File: src/rtl/embcpu8k_onchip_mem_burst_adapter.sv
// Avalon-MM burst slave in front of a single-port on-chip RAM: one word per cycle, wrapping address.
// Optional macro EMBCPU8K_MEM_RDATA_REG_EN adds an output register stage on the read data path.
module embcpu8k_onchip_mem_burst_adapter #(
  parameter int ADDR_W  = 11,
  parameter int DATA_W  = 32,
  parameter int BURST_W = 4
) (
  input  logic                  clk,
  input  logic                  reset,
  input  logic [ADDR_W-1:0]     avs_address,
  input  logic [BURST_W-1:0]    avs_burstcount,
  input  logic                  avs_read,
  input  logic                  avs_write,
  input  logic [DATA_W-1:0]     avs_writedata,
  input  logic [DATA_W/8-1:0]   avs_byteenable,
  output logic                  avs_waitrequest,
  output logic [DATA_W-1:0]     avs_readdata,
  output logic                  avs_readdatavalid,
  output logic [ADDR_W-1:0]     mem_address,
  output logic                  mem_chipselect,
  output logic                  mem_write,
  output logic [DATA_W-1:0]     mem_writedata,
  output logic [DATA_W/8-1:0]   mem_byteenable,
  output logic                  mem_clken,
  output logic                  mem_reset_req,
  input  logic [DATA_W-1:0]     mem_readdata
);

  typedef enum logic [1:0] {IDLE, RBURST, WBURST} state_t;

  localparam logic [BURST_W-1:0] CNT_ONE  = BURST_W'(1);
  localparam logic [ADDR_W-1:0]  ADDR_ONE = ADDR_W'(1);

  state_t               state;
  logic [ADDR_W-1:0]    addr_reg;
  logic [BURST_W-1:0]   remaining;
  logic [BURST_W-1:0]   first_len;
  logic                 idle_wr, idle_rd, burst_rd, burst_wr;
  logic                 rvalid_reg;

  assign first_len = (avs_burstcount == '0) ? CNT_ONE : avs_burstcount;

  // A read burst already in progress keeps issuing until reset is sampled; writes stall under reset
  // because waitrequest is high, so the host has not handed over the beat.
  assign idle_wr  = (state == IDLE) && !reset && avs_write;
  assign idle_rd  = (state == IDLE) && !reset && avs_read && !avs_write;
  assign burst_rd = (state == RBURST);
  assign burst_wr = (state == WBURST) && !reset && avs_write;

  assign avs_waitrequest = reset || (state == RBURST);
  assign mem_writedata   = avs_writedata;
  assign mem_clken       = 1'b1;
  assign mem_reset_req   = 1'b0;

  always_comb begin
    mem_chipselect = 1'b0;
    mem_write      = 1'b0;
    mem_address    = addr_reg;
    mem_byteenable = '1;
    if (idle_wr) begin
      mem_chipselect = 1'b1;
      mem_write      = 1'b1;
      mem_address    = avs_address;
      mem_byteenable = avs_byteenable;
    end else if (idle_rd) begin
      mem_chipselect = 1'b1;
      mem_address    = avs_address;
    end else if (burst_rd) begin
      mem_chipselect = 1'b1;
    end else if (burst_wr) begin
      mem_chipselect = 1'b1;
      mem_write      = 1'b1;
      mem_byteenable = avs_byteenable;
    end
  end

  always_ff @(posedge clk) begin
    if (reset) begin
      state     <= IDLE;
      addr_reg  <= '0;
      remaining <= '0;
    end else begin
      unique case (state)
        IDLE: begin
          if ((avs_write || avs_read) && (first_len > CNT_ONE)) begin
            addr_reg  <= avs_address + ADDR_ONE;
            remaining <= first_len - CNT_ONE;
            state     <= avs_write ? WBURST : RBURST;
          end
        end
        RBURST: begin
          addr_reg  <= addr_reg + ADDR_ONE;
          remaining <= remaining - CNT_ONE;
          if (remaining == CNT_ONE) state <= IDLE;
        end
        WBURST: begin
          if (avs_write) begin
            addr_reg  <= addr_reg + ADDR_ONE;
            remaining <= remaining - CNT_ONE;
            if (remaining == CNT_ONE) state <= IDLE;
          end
        end
        default: state <= IDLE;
      endcase
    end
  end

  // Tracks the RAM's one-cycle read latency; cleared by reset so no stale data escapes.
  always_ff @(posedge clk) begin
    if (reset) rvalid_reg <= 1'b0;
    else       rvalid_reg <= mem_chipselect && !mem_write;
  end

`ifdef EMBCPU8K_MEM_RDATA_REG_EN
  logic [DATA_W-1:0] rdata_reg;
  logic              rvalid_out_reg;

  always_ff @(posedge clk) begin
    if (reset) begin
      rdata_reg      <= '0;
      rvalid_out_reg <= 1'b0;
    end else begin
      rdata_reg      <= mem_readdata;
      rvalid_out_reg <= rvalid_reg;
    end
  end

  assign avs_readdatavalid = rvalid_out_reg && !reset;
  assign avs_readdata      = reset ? '0 : rdata_reg;
`else
  assign avs_readdatavalid = rvalid_reg && !reset;
  assign avs_readdata      = reset ? '0 : mem_readdata;
`endif

endmodule
File: config.mk
export PLATFORM = sky130hd
export DESIGN_NAME = embcpu8k_onchip_mem_burst_adapter
export DESIGN_NICKNAME = d
export VERILOG_FILES = /design/src/rtl/embcpu8k_onchip_mem_burst_adapter.sv
export SDC_FILE = /design/constraint.sdc
export NUM_CORES = 1
export LEC_CHECK = 0
export ABC_AREA = 1
export CAP_MARGIN = 25
export CORE_UTILIZATION = 31
export DETAILED_ROUTE_END_ITERATION = 8
export PLACE_DENSITY = 0.83
export SKIP_LAST_GASP = 1
export SLEW_MARGIN = 40
export SYNTH_ARGS = -nofsm -noshare
export SYNTH_HDL_FRONTEND = slang
export SYNTH_SLANG_ARGS = --single-unit
File: constraint.sdc
create_clock -name clk -period 2.5 [get_ports clk]
set_input_delay 0.5 -clock clk [delete_from_list [all_inputs] [get_ports clk]]
set_output_delay 0.5 -clock clk [all_outputs]
set_load 0.01 [all_outputs]
==> results.cfg <==
[floorplan]
die_y_microns = 85.0
io_pins = 172
rows = 29
die_area_sq_mm = 0.00723
start_util_pct = 32.9
die-width_microns = 85.0
core_area_sq_mm = 0.00649

[cells_and_area]
largest_reg_flops = 11
fin_nets = 538
drive_above_1_share_pct = 13.3
multiInputGateArea_sq_mm = 0.00121
fill_cells = 630
final-seq-area_sq_um = 363
syn2layout_area_growth_pct = 47.2
final_util_pct = 48.4
num_antenna_cells = 0
final_cells = 519

[clock_network]
clk_latency_ns = 0.26
clkSinkCount = 18
cts_tree = done
cts_root_buf = clkbuf_8
cts_buffers = 3
path_clk_slew_ns = 0.07
h-tree-depth = 1
clk_path_buf_depth = 2

[logic_synthesis]
synth_most_common_cell = inv_1
seq_area_frac_synth_pct = 16.9
yosys.area.top_type = dfxtp_1
synth_area_sq_mm = 0.00214
synth_edf_count = 0
avgSynthCellArea_sq_um = 5.84
async_flop_share_pct = 0
synth_nets = 461
yosys_warnings = 0
synthFlopType = dfxtp_1
synth_common_cells = inv_1, nand2_1, nor2_1
ys_seq_elements = 18
synth_cells = 366
synth_top_area_share_pct = 16.9
synth_cell_types = 31
synth.area.top_cells = dfxtp_1, inv_1, buf_4

[worst_setup_path]
worst_r2r_path_depth = 13
end_kind = primary output
cp.depth = 9
crit_buf_inv = 4
cp_slowest_cell = clkdlybuf4s50_1
crit_arrival_ns = 1.96
cp_top_family = buffers and inverters
critPathMaxStageDelay_ns = 0.47
path_max_fanout = 6
cp-start-kind = flop
cp.required_ns = 2.00
worstSetupPathType = flop to primary output
cp_cell_sequence = inv_1 > ha_4 > inv_2 > nor2_4 > nand2_4 > o21ai_1 > buf_4 > nand2_1 > clkdlybuf4s50_1

[pwr]
p_per_area_mw_per_mm2 = 921
switching_share_pct = 51.0
p_clk_share_pct = 8.5
p_int_w = 0.00142
combPwrFrac_pct = 73.7
max-vdd-ir-drop_mv = 0.373
switchingPower_w = 0.00148
p_leak_nw = 1.61
p_seq_share_pct = 17.8

[timing]
hold_slack_ns = 0.506
setup_violations = 0
fmax_mhz = 406
rsz0062_at_grt = true
period_minus_slack_ns = 2.46
slew_violations = 0
tns_ns = 0
hold_violations = 0
worst_clock_skew_ns = 0.00246
period_share_pct = 98.5

[hold_path]
hp-class = flop to flop
hold_depth = 2

[routing]
drt_wl_total_microns = 6240
drc = 0
drtIter0Drc = 111
wl_per_cell_microns = 12.0
vias = 2398
drtPass1Iterations = 4
ant_nets = 0
post_drt_via_cell_ratio = 4.62

[placement]
gp_congestion = 0.847
dp.cells = 513
dpl.hpwl_microns = 4850
port_buffers = 105

[flow_run]
maxCapViolations = 0

[run_status]
status = completed

[global_route]
first_global_vias = 2284
grt_max_degree = 35
grt-ovfl-total = 0
track_usage_pct = 16.8
grt_pass1_wl_microns = 9970
antenna_found_initial = 0
[power groups by stage]
| stage | clock network [W] | registers [W] | logic [W] |
|---|---|---|---|
| after floorplan | 0 | 0.000491 | 0.00155 |
| after global routing | 0.000264 | 0.000532 | 0.00238 |
| after CTS | 0.000254 | 0.000514 | 0.00209 |
| after detailed placement | 0 | 0.000515 | 0.00209 |
| final | 0.000246 | 0.000515 | 0.00213 |
| after global placement | 0 | 0.000508 | 0.00203 |
[through the flow]
step	total power, W	worst slack [ns]	area (sq um)
after global placement	0.00254	-0.235	3030
after floorplan	0.00204	0.600	2140
after global routing	0.00318	-0.0781	3140
final	0.00290	0.0373	3140
after CTS	0.00286	0.0133	3110
after detailed placement	0.00260	-0.314	3030
[worst reg2reg max path, stage by stage, from the launching register on]
cell and delay (ns):
dfxtp_2 0.36, inv_1 0.09, ha_4 0.27, inv_2 0.07, buf_4 0.18, nand2_1 0.13, nand2_2 0.12, nand3_2 0.13
nor2_4 0.15, nand2_1 0.08, nand2_1 0.06, nand3_1 0.09, nand2_1 0.08, inv_1 0.04
[cells by family after synthesis]
kind of cell,Yosys count,synth area share (%)
other cells,2,0.352
fa+ha+maj,8,4.69
xor+xnor,2,0.820
compound gates,44,10.8
flops,18,16.9
simple gates,168,36.8
buf+inv,124,29.6
[worst paths after layout]
path | slack, ns | end | startpoint
max reg2reg | 0.57 | addr_reg[8] | state[1]
max | 0.04 | mem_byteenable[1] | state[0]
min reg2reg | 0.51 | remaining[1] | remaining[1]
min | 0.51 | remaining[1] | remaining[1]
[cells in the final DEF, fill, tap and decap left out, drive strengths merged]
cell / count
a21oi: 17
buf: 12
clkbuf: 4
clkdlybuf4s50: 87
conb: 2
dfxtp: 18
dlygate4sd2: 15
dlymetal6s2s: 3
ha: 8
inv: 78
nand2: 88
nand3: 18
nand3b: 1
nand4: 1
nor2: 56
nor3: 3
o21ai: 27
or2: 2
xnor2: 1
xor2: 1
[final cells by class]
class / instances / area share, %
sequential: 18 / 11.5
timing repair buffer: 117 / 35.9
multi-input combinational: 225 / 38.4
inverter: 78 / 9.31
clock buffer: 4 / 1.75
tap: 77 / 3.06
[layer usage]
layer | GRT usage, % | share of wire, %
met3 | 3.70 | 8.8
met2 | 31.7 | 51
met4 | 5.86 | 1.7
met1 | 18.4 | 38
met5 | 0 | 0
[timing repair]
| action | 4_1_cts | 5_1_grt |
|---|---|---|
| gates cloned | 1 | 0 |
| pin swaps | 2 | 1 |
| hold buffers | 0 | 0 |
| gates resized for setup | 29 | 5 |
| endpoints found under the setup margin | 18 | 8 |
| setup buffers | 0 | 1 |
No activity file was read; power rests on OpenSTA's default activity.
